[config.mk]
export PLATFORM = sky130hd
export DESIGN_NAME = sdp_alu_pipe_flat
export DESIGN_NICKNAME = d
export VERILOG_FILES = /design/src/rtl/sdp_alu_pipe_if.sv /design/src/rtl/sdp_alu_pipe.sv /design/src/flat_wrapper.sv
export SDC_FILE = /design/constraint.sdc
export NUM_CORES = 1
export LEC_CHECK = 0
export CAP_MARGIN = 0
export CORE_ASPECT_RATIO = 1.1
export CORE_MARGIN = 8
export CORE_UTILIZATION = 40
export DETAILED_ROUTE_END_ITERATION = 16
export GPL_ROUTABILITY_DRIVEN = 0
export PLACE_DENSITY = 0.72
export SLEW_MARGIN = 20
export SYNTH_ARGS = -nofsm -noshare
export SYNTH_HDL_FRONTEND = slang
export SYNTH_SLANG_ARGS = --single-unit
[constraint.sdc]
create_clock -name clk -period 2.3 [get_ports clk]
set_input_delay 0.46 -clock clk [delete_from_list [all_inputs] [get_ports clk]]
set_output_delay 0.46 -clock clk [all_outputs]
set_load 0.03 [all_outputs]
[src/rtl/sdp_alu_pipe_if.sv]
// Stream interface for sdp_alu_pipe: input transaction handshake plus result handshake.
interface sdp_alu_pipe_if #(
  parameter int unsigned WIDTH = 8
);
  logic             in_valid;
  logic             in_ready;
  logic [1:0]       op1;
  logic [1:0]       op2;
  logic [WIDTH-1:0] a;
  logic [WIDTH-1:0] b;
  logic [WIDTH-1:0] c;
  logic             out_valid;
  logic             out_ready;
  logic [WIDTH-1:0] out;
  logic             ovf;

  // Producer/consumer side that drives transactions and accepts results.
  modport master (
    output in_valid, op1, op2, a, b, c, out_ready,
    input  in_ready, out_valid, out, ovf
  );

  // Pipeline side.
  modport slave (
    input  in_valid, op1, op2, a, b, c, out_ready,
    output in_ready, out_valid, out, ovf
  );
endinterface

[src/rtl/sdp_alu_pipe.sv]
// Three-stage add/subtract pipeline computing out = (a op1 b) op2 c with
// valid/ready flow control, optional unsigned saturation and a sticky
// carry/borrow flag per result.
module sdp_alu_pipe #(
  parameter int unsigned WIDTH    = 8,
  parameter bit          SATURATE = 1'b0
) (
  input logic         clk,
  input logic         reset,
  sdp_alu_pipe_if.slave bus
);

  typedef enum logic [1:0] {
    OP_ADD  = 2'b00,
    OP_SUB  = 2'b01,
    OP_RSB  = 2'b10,
    OP_PASS = 2'b11
  } op_e;

  // Returns {flag, result} for f(x, y); result is clamped when saturating.
  function automatic logic [WIDTH:0] f_apply(input op_e op,
                                             input logic [WIDTH-1:0] x,
                                             input logic [WIDTH-1:0] y);
    logic [WIDTH:0]   sum;
    logic             flag;
    logic [WIDTH-1:0] res;
    sum  = '0;
    flag = 1'b0;
    res  = x;
    case (op)
      OP_ADD: begin
        sum  = {1'b0, x} + {1'b0, y};
        flag = sum[WIDTH];
        res  = (SATURATE && flag) ? '1 : sum[WIDTH-1:0];
      end
      OP_SUB: begin
        flag = (x < y);
        res  = (SATURATE && flag) ? '0 : (x - y);
      end
      OP_RSB: begin
        flag = (y < x);
        res  = (SATURATE && flag) ? '0 : (y - x);
      end
      default: begin
        flag = 1'b0;
        res  = x;
      end
    endcase
    return {flag, res};
  endfunction

  // Stage 1 registers
  logic             r_v1;
  op_e              r_op1_s1;
  op_e              r_op2_s1;
  logic [WIDTH-1:0] r_a_s1;
  logic [WIDTH-1:0] r_b_s1;
  logic [WIDTH-1:0] r_c_s1;

  // Stage 2 registers
  logic             r_v2;
  logic [WIDTH-1:0] r_m_s2;
  op_e              r_op2_s2;
  logic [WIDTH-1:0] r_c_s2;
  logic             r_f2;

  // Stage 3 registers
  logic             r_v3;
  logic [WIDTH-1:0] r_out;
  logic             r_ovf;

  // Ready chain and stage arithmetic
  logic             w_r1;
  logic             w_r2;
  logic             w_r3;
  logic [WIDTH:0]   w_s2;
  logic [WIDTH:0]   w_s3;

  assign w_r3 = ~r_v3 | bus.out_ready;
  assign w_r2 = ~r_v2 | w_r3;
  assign w_r1 = ~r_v1 | w_r2;

  assign w_s2 = f_apply(r_op1_s1, r_a_s1, r_b_s1);
  assign w_s3 = f_apply(r_op2_s2, r_m_s2, r_c_s2);

  assign bus.in_ready  = w_r1;
  assign bus.out_valid = r_v3;
  assign bus.out       = r_out;
  assign bus.ovf       = r_ovf;

  // Stage 1: capture the incoming transaction when the chain allows it.
  always_ff @(posedge clk or posedge reset) begin
    if (reset) begin
      r_v1     <= 1'b0;
      r_op1_s1 <= OP_ADD;
      r_op2_s1 <= OP_ADD;
      r_a_s1   <= '0;
      r_b_s1   <= '0;
      r_c_s1   <= '0;
    end else if (w_r1) begin
      r_v1 <= bus.in_valid;
      if (bus.in_valid) begin
        r_op1_s1 <= op_e'(bus.op1);
        r_op2_s1 <= op_e'(bus.op2);
        r_a_s1   <= bus.a;
        r_b_s1   <= bus.b;
        r_c_s1   <= bus.c;
      end
    end
  end

  // Stage 2: apply op1 to (a, b) and carry op2/c forward.
  always_ff @(posedge clk or posedge reset) begin
    if (reset) begin
      r_v2     <= 1'b0;
      r_m_s2   <= '0;
      r_op2_s2 <= OP_ADD;
      r_c_s2   <= '0;
      r_f2     <= 1'b0;
    end else if (w_r2) begin
      r_v2 <= r_v1;
      if (r_v1) begin
        r_m_s2   <= w_s2[WIDTH-1:0];
        r_f2     <= w_s2[WIDTH];
        r_op2_s2 <= r_op2_s1;
        r_c_s2   <= r_c_s1;
      end
    end
  end

  // Stage 3: apply op2 to (m, c) and merge both stage flags into ovf.
  always_ff @(posedge clk or posedge reset) begin
    if (reset) begin
      r_v3  <= 1'b0;
      r_out <= '0;
      r_ovf <= 1'b0;
    end else if (w_r3) begin
      r_v3 <= r_v2;
      if (r_v2) begin
        r_out <= w_s3[WIDTH-1:0];
        r_ovf <= r_f2 | w_s3[WIDTH];
      end
    end
  end

endmodule

[src/flat_wrapper.sv]
// flat-port wrapper written by rule: the top's interface ports become plain ports
module sdp_alu_pipe_flat 
#(
  parameter int unsigned WIDTH    = 8,
  parameter bit          SATURATE = 1'b0
)
  (clk, reset, bus_in_valid, bus_op1, bus_op2, bus_a, bus_b, bus_c, bus_out_ready, bus_in_ready, bus_out_valid, bus_out, bus_ovf);
  sdp_alu_pipe_if #(.WIDTH(WIDTH)) bus_i ();
  input logic clk;
  input logic reset;
  input wire logic [$bits(bus_i.in_valid)-1:0] bus_in_valid;
  input wire logic [$bits(bus_i.op1)-1:0] bus_op1;
  input wire logic [$bits(bus_i.op2)-1:0] bus_op2;
  input wire logic [$bits(bus_i.a)-1:0] bus_a;
  input wire logic [$bits(bus_i.b)-1:0] bus_b;
  input wire logic [$bits(bus_i.c)-1:0] bus_c;
  input wire logic [$bits(bus_i.out_ready)-1:0] bus_out_ready;
  output wire logic [$bits(bus_i.in_ready)-1:0] bus_in_ready;
  output wire logic [$bits(bus_i.out_valid)-1:0] bus_out_valid;
  output wire logic [$bits(bus_i.out)-1:0] bus_out;
  output wire logic [$bits(bus_i.ovf)-1:0] bus_ovf;
  assign bus_i.in_valid = bus_in_valid;
  assign bus_i.op1 = bus_op1;
  assign bus_i.op2 = bus_op2;
  assign bus_i.a = bus_a;
  assign bus_i.b = bus_b;
  assign bus_i.c = bus_c;
  assign bus_i.out_ready = bus_out_ready;
  assign bus_in_ready = bus_i.in_ready;
  assign bus_out_valid = bus_i.out_valid;
  assign bus_out = bus_i.out;
  assign bus_ovf = bus_i.ovf;
  sdp_alu_pipe #(.WIDTH(WIDTH), .SATURATE(SATURATE)) u_core (.clk(clk), .reset(reset), .bus(bus_i));
endmodule
==> impl_metrics.ini, run 1 <==
[run_status]
result_of_the_run = complete, no violations

[route]
drt_wl_total_um = 10400
drtIter0Drc = 243
routedWlPerCell_um = 14.9
via_per_inst = 5.29
detail_route.first_pass.iterations = 4
route.antenna.remaining_nets = 0
drc = 0
dr_total_vias = 3692

[clocking]
htree_num_levels = 3
cts-buffers-inserted = 9
tritoncts = done
clk_pin_slew_worst_paths_ps = 50
cts_buffer_depth = 2
ctsHoldBuffers = 0
clock_latency_ps = 330
cts.sink_count = 59
cts_root_buffer = sky130_fd_sc_hd__clkbuf_16

[cells_and_area]
area_delta_synth_final_pct = 22.9
finalNonFillerCells = 698
num-nets-final = 630
drive_above_1_share = 0.195
post-route-util = 0.498
mostFrequentLayoutCells = 59 x sky130_fd_sc_hd__dfrtp_1, 47 x sky130_fd_sc_hd__ha_1, 45 x sky130_fd_sc_hd__inv_1
final_common_cell = sky130_fd_sc_hd__dfrtp_1
fillerInstances = 1017
insertedDiodeCount = 0

[worst_setup_path]
reg2reg_from = u_core.r_m_s2[0]$_DFFE_PP0P_
crit_start = u_core.r_m_s2[0]$_DFFE_PP0P_
timing.critical_path.mode_cell = sky130_fd_sc_hd__inv_1
cp.arrival_ps = 2500
crit_path_cell_trace = buf_4 > inv_1 > ha_1 > inv_1 > fa_2 > a21oi_4 > o2bb2ai_1 > o21ai_1 > o21ai_0 > xor2_1 > o31a_1
cp-end-kind = flop
maximum_fanout_along_the_worst_path = 4
slowest_delay_ps = 380
critPathRequiredTime_ps = 2520
crit_slowest_cell = sky130_fd_sc_hd__dfrtp_1
kind_of_critical_path = flop to flop
startpoint_type = flop

[synth]
dominantRegCellSynth = sky130_fd_sc_hd__dfrtp_1
syn_area_per_cell_um2 = 9.46
post_synth_edffs = 0
post_synth_inst_count = 486
distinct_cell_type_count_after_synthesis = 65
summed_instance_area_of_the_synthesized_netlist_um2 = 4600
synthArstFlopShare = 1.00
synth_seq_area_share = 0.321
syn_nets = 572
yosysWarningCount = 0
synth.ff_latch_count = 59

[pwr]
vdd_ir_drop_max_mv = 0.421
power_density_nw_per_um2 = 1120
power_leakage_nw = 2.54

[run]
timing.max_cap.violations = 0

[placed_design]
dp_hpwl_um = 7790
placed_cells_incl_taps = 682
io_buffers = 42

[sta]
hold_violation_count_in_the_final_report = 0
setup_viol_count_final = 0
grt_setup_unrepaired = yes
timing.final.max_slew_violations = 0
timing.hold.ws_ps = 450
relSlewSlack = 0.670
timing_worst_slew_pin_value_ps = 489
fin_tns_setup_ps = 0
timing.fmax_mhz = 438
period_needed_ps = 2280
finalCritPeriodShare = 0.992
clock_skew_ps = 3.49

[grt]
vias_in_the_first_global_route = 3828
grt_max_degree = 42
global_route_total_overflow = 0
number_of_antenna_violations_at_the_first_check_in_global_routing = 0
grt_pass1_wl_um = 17800
grt_use_total = 0.142

[floorplan]
initial_utilization = 0.405
die_h_um = 128
placeable_area_um2 = 11300
die_width_um = 118
die_area_um2 = 15200
num_io_pins = 43
std_cell_rows = 41

[hold_path]
worstHoldPathType = input pin to async pin
logic make-up after synthesis:
group / after synthesis / share of synthesized area
simple gates: 124 / 0.133
compound gates: 119 / 0.183
buf+inv: 74 / 0.0757
flops: 59 / 0.321
fa+ha+maj: 54 / 0.157
mux: 38 / 0.0958
xor+xnor: 18 / 0.0343
worst paths after layout:
kind                       depth (start not counted)  slack (ps)                              to
setup / recovery                                  11          20   u_core.bus.out[6]$_DFFE_PP0P_
hold / removal                                     2         450  u_core.r_op1_s1[0]$_DFFE_PP0P_
setup reg to reg                                  11          20   u_core.bus.out[6]$_DFFE_PP0P_
hold reg to reg                                    2         470   u_core.bus.out[1]$_DFFE_PP0P_
max in group asynchronous                          3        1290   u_core.bus.out[0]$_DFFE_PP0P_
min in group clk                                   2         470   u_core.bus.out[1]$_DFFE_PP0P_
stage by stage:
step                      setup slack (ps)  power [mW]  instance area, um2
after floorplan                       87.7        4.01                4600
after global placement               -28.5        4.81                5290
after detailed placement              -125        4.91                5290
after CTS                             9.59        6.21                5570
after global routing                 -73.1        6.78                5650
final                                 18.9        6.31                5650
per-layer routing:
| metal | share of wire | global-route usage | wire length (um) | vias up |
|---|---|---|---|---|
| met1 | 0.42 | 0.157 | 4380 | 1757 |
| met3 | 0.051 | 0.0416 | 535 | 25 |
| met4 | 0.026 | 0.0641 | 274 | 0 |
| li1 | - | - | - | 1810 |
| met5 | 0 | 0 | 0 | - |
| met2 | 0.50 | 0.250 | 5200 | 100 |
critical path, delay by kind of cell, from the launching register on:
| kind | cells | cell delay (ps) |
|---|---|---|
| fa+ha+maj | 2 | 530 |
| compound gates | 5 | 830 |
| flops | 1 | 380 |
| xor+xnor | 1 | 170 |
| buf+inv | 3 | 260 |
synth_stat cells (2+ instances only):
cell,number,share of area
sky130_fd_sc_hd__a211oi_1,6,0.0098
sky130_fd_sc_hd__a21o_1,5,0.0082
sky130_fd_sc_hd__a21oi_1,25,0.027
sky130_fd_sc_hd__a221oi_1,4,0.0076
sky130_fd_sc_hd__a31oi_1,4,0.0054
sky130_fd_sc_hd__and2_2,2,0.0033
sky130_fd_sc_hd__and3_1,2,0.0027
sky130_fd_sc_hd__buf_1,3,0.0024
sky130_fd_sc_hd__buf_2,6,0.0065
sky130_fd_sc_hd__buf_4,2,0.0033
sky130_fd_sc_hd__buf_6,2,0.0049
sky130_fd_sc_hd__clkbuf_1,10,0.0082
sky130_fd_sc_hd__clkbuf_8,4,0.012
sky130_fd_sc_hd__dfrtp_1,59,0.32
sky130_fd_sc_hd__fa_1,6,0.026
sky130_fd_sc_hd__ha_1,48,0.13
sky130_fd_sc_hd__inv_1,46,0.038
sky130_fd_sc_hd__mux2_2,28,0.069
sky130_fd_sc_hd__mux2i_1,8,0.017
sky130_fd_sc_hd__mux4_2,2,0.0098
sky130_fd_sc_hd__nand2_1,44,0.036
sky130_fd_sc_hd__nand2b_1,12,0.016
sky130_fd_sc_hd__nand3_1,5,0.0054
sky130_fd_sc_hd__nand3b_1,3,0.0049
sky130_fd_sc_hd__nand4b_1,2,0.0038
sky130_fd_sc_hd__nor2_1,27,0.022
sky130_fd_sc_hd__nor2b_1,7,0.0095
sky130_fd_sc_hd__nor3_1,7,0.0076
sky130_fd_sc_hd__nor3b_1,4,0.0065
sky130_fd_sc_hd__o2111ai_1,4,0.0076
sky130_fd_sc_hd__o211a_1,2,0.0044
sky130_fd_sc_hd__o211ai_1,5,0.0082
sky130_fd_sc_hd__o21a_1,3,0.0049
sky130_fd_sc_hd__o21ai_0,29,0.032
sky130_fd_sc_hd__o21bai_1,5,0.0082
sky130_fd_sc_hd__o221ai_1,2,0.0038
sky130_fd_sc_hd__o31a_1,2,0.0038
sky130_fd_sc_hd__o31ai_1,4,0.0065
sky130_fd_sc_hd__o32a_1,2,0.0044
sky130_fd_sc_hd__o41ai_1,3,0.0057
sky130_fd_sc_hd__o41ai_2,2,0.0071
sky130_fd_sc_hd__xnor2_1,12,0.023
sky130_fd_sc_hd__xor2_1,6,0.011
flip-flops by register name, indices dropped and copies added, names as in the netlist, 8 cells and up:
register	count
u_core.bus.out	8
u_core.r_a_s1	8
u_core.r_b_s1	8
u_core.r_c_s1	8
u_core.r_c_s2	8
u_core.r_m_s2	8
layout make-up:
cell class                 count  area (um2)  area share
timing repair buffer          74         683       0.121
sequential                    59        1480       0.261
multi-input combinational    353        2870       0.507
inverter                      47         176      0.0312
clock inverter                 3        15.0     0.00266
tap                          150         188      0.0332
clock buffer                  12         246      0.0436
power breakdown:
group	internal [mW]	switching, mW
logic	1.63	1.94
registers	1.31	0.220
clock network	0.746	0.465
timing repair:
| action | 4_1_cts | 5_1_grt |
|---|---|---|
| pin swaps | 1 | 5 |
| endpoints found under the setup margin | 1 | 8 |
| resized for setup | 4 | 15 |
| setup buffers | 0 | 1 |
Note: power is estimated with default switching activity, not from simulation.
==> run 2: changes to the inputs <==
Settings changed: ABC_AREA set to 1, CORE_ASPECT_RATIO 1.1 to unset, SLEW_MARGIN 20 to unset.
==> impl_metrics.ini, run 2 <==
[pwr]
vdd_ir_drop_max_mv = 0.561
power_mw = 7.26
power_density_nw_per_um2 = 1310
power_leakage_nw = 2.91

[cells_and_area]
final_common_cell = sky130_fd_sc_hd__nand2_1
drive_above_1_share = 0.0605
insertedDiodeCount = 0
area_delta_synth_final_pct = 18.3
final_area_um2 = 5550
num-nets-final = 792
mostFrequentLayoutCells = 184 x sky130_fd_sc_hd__nand2_1, 99 x sky130_fd_sc_hd__inv_1, 62 x sky130_fd_sc_hd__a21oi_1

[placed_design]
dp_hpwl_um = 9040
io_buffers = 42
place_area_um2 = 5220

[sta]
finalCritPeriodShare = 0.885
setup_viol_count_final = 0
relSlewSlack = 0.569
hold_violation_count_in_the_final_report = 0
timing.fmax_mhz = 491
fin_tns_setup_ps = 0
timing_worst_slew_pin_value_ps = 643
clock_skew_ps = 5.23
timing.final.max_slew_violations = 0
grt_setup_unrepaired = no
period_needed_ps = 2040

[floorplan]
die_h_um = 124
die_width_um = 124
placeable_area_um2 = 11400
die_area_um2 = 15500
std_cell_rows = 39
initial_utilization = 0.411
num_io_pins = 43

[route]
drt_wl_total_um = 11800
routedWlPerCell_um = 13.8
drtIter0Drc = 279
detail_route.first_pass.iterations = 5
route.antenna.remaining_nets = 0
drc = 0
topRoutingLayerUsed = met4
met3_routed_wl_um = 640
via_per_inst = 5.15
met2_routed_length_um = 5650
dr_total_vias = 4396
route.layer.met1.wl_um = 5010

[clocking]
cts_buffer_depth = 2
htree_num_levels = 3
clock_latency_ps = 340
cts-buffers-inserted = 9
clk_pin_slew_worst_paths_ps = 50
cts.sink_count = 59
cts_root_buffer = sky130_fd_sc_hd__clkbuf_16
tritoncts = done
ctsHoldBuffers = 0

[synth]
distinct_cell_type_count_after_synthesis = 35
post_synth_edffs = 0
synthArstFlopShare = 1.00
summed_instance_area_of_the_synthesized_netlist_um2 = 4690
synth.most_common_cell = sky130_fd_sc_hd__nand2_1
largest_cells_by_area_after_synthesis = sky130_fd_sc_hd__dfrtp_1 31%, sky130_fd_sc_hd__nand2_1 15%, sky130_fd_sc_hd__ha_1 13%
syn_area_per_cell_um2 = 7.05
synth_top_cell_area_share = 0.315
syn_nets = 752
synth_top_cells_by_count = 185 x sky130_fd_sc_hd__nand2_1, 100 x sky130_fd_sc_hd__inv_1, 62 x sky130_fd_sc_hd__a21oi_1, 59 x sky130_fd_sc_hd__dfrtp_1, 56 x sky130_fd_sc_hd__nand3_1
post_synth_inst_count = 666
dominantRegCellSynth = sky130_fd_sc_hd__dfrtp_1
yosysWarningCount = 0
synth_seq_area_share = 0.315
cell_type_with_the_highest_aggregate_area_in_the_netlist = sky130_fd_sc_hd__dfrtp_1
synth.ff_latch_count = 59

[run_status]
result_of_the_run = complete, no violations

[hold_path]
worstHoldPathType = flop to flop

[worst_setup_path]
startpoint_type = flop
critPathRequiredTime_ps = 2520
crit_path_cell_trace = inv_1 > fa_1 > nand2_1 > nand2_1 > nand2_1 > xor2_1 > o21ai_0 > o21ai_1 > nand2_1
crit_slowest_cell = sky130_fd_sc_hd__dfrtp_1
kind_of_critical_path = flop to flop
cp.arrival_ps = 2250
cp-end-kind = flop
maximum_fanout_along_the_worst_path = 6
slowest_delay_ps = 510
timing.critical_path.mode_cell = sky130_fd_sc_hd__nand2_1

[grt]
number_of_antenna_violations_at_the_first_check_in_global_routing = 0
grt_pass1_wl_um = 20500
vias_in_the_first_global_route = 4575
grt_max_degree = 60
grt_use_total = 0.157
global_route_total_overflow = 0

[run]
timing.max_cap.violations = 0
==> run 2: what timing repair did <==
item / CTS / global route
endpoints found under the setup margin: 0 / 1
gates resized for setup: 0 / 1
setup buffers: 0 / 0
==> run 2: worst max-delay path, delay by kind of cell (launching register included) <==
family          cells  cell delay, ps
compound gates      2             310
buf+inv             1             140
fa+ha+maj           1             470
flops               1             510
simple gates        4             360
xor+xnor            1             130
==> run 2: per-stage QoR <==
stage | util | instances | setup slack (ps) | hold WS (ps)
final | 0.486 | 854 | 264 | 477
after CTS | 0.486 | 854 | 261 | 484
after global placement | 0.457 | 838 | 306 | 464
after detailed placement | 0.457 | 838 | 276 | 469
after floorplan | - | 666 | 384 | 450
after global routing | 0.486 | 854 | 83.4 | 495
==> run 2: per-layer routing <==
metal	vias to the layer above	GRT usage
li1	2196	-
met1	2012	0.177
met2	144	0.263
met3	44	0.0455
met4	0	0.0822
met5	-	0
==> run 2: report_power, final <==
part	switching [mW]	leakage, nW	internal [mW]
sequential	0.312	0.683	1.36
clock	0.493	0.159	1.01
combinational	2.63	2.07	1.46
total	3.44	2.91	3.83
==> run 2: worst paths after layout <==
| check | from | to | slack (ps) | cells past startpoint |
|---|---|---|---|---|
| worst max-delay path | u_core.r_c_s2[1]$_DFFE_PP0P_ | u_core.bus.out[4]$_DFFE_PP0P_ | 260 | 9 |
| worst min-delay path | u_core.bus.out[0]$_DFFE_PP0P_ | u_core.bus.out[0]$_DFFE_PP0P_ | 480 | 2 |
| worst max register to register | u_core.r_c_s2[1]$_DFFE_PP0P_ | u_core.bus.out[4]$_DFFE_PP0P_ | 260 | 9 |
| worst min register to register | u_core.bus.out[0]$_DFFE_PP0P_ | u_core.bus.out[0]$_DFFE_PP0P_ | 480 | 2 |
| max in group asynchronous | reset | u_core.r_b_s1[0]$_DFFE_PP0P_ | 1540 | 3 |
| min in group asynchronous | reset | u_core.r_op1_s1[0]$_DFFE_PP0P_ | 490 | 3 |
==> run 2: cells by family (layout without fill, tap and decap cells) <==
family	Yosys count	count (layout)	synth area share
flip-flops	59	59	0.315
AO/OA/AOI/OAI	114	114	0.131
adder cells (fa/ha/maj)	54	54	0.154
AND/OR/NAND/NOR	311	311	0.278
buffers and inverters	123	168	0.114
XOR/XNOR	5	5	0.00933
==> run 2: layout make-up <==
type | instances | area [um2]
Fill cell | 1138 | 5870
Multi-Input combinational cell | 484 | 2690
Clock inverter | 4 | 72.6
Timing Repair Buffer | 47 | 480
Inverter | 105 | 397
Tap cell | 143 | 179
Clock buffer | 12 | 256
Sequential cell | 59 | 1480
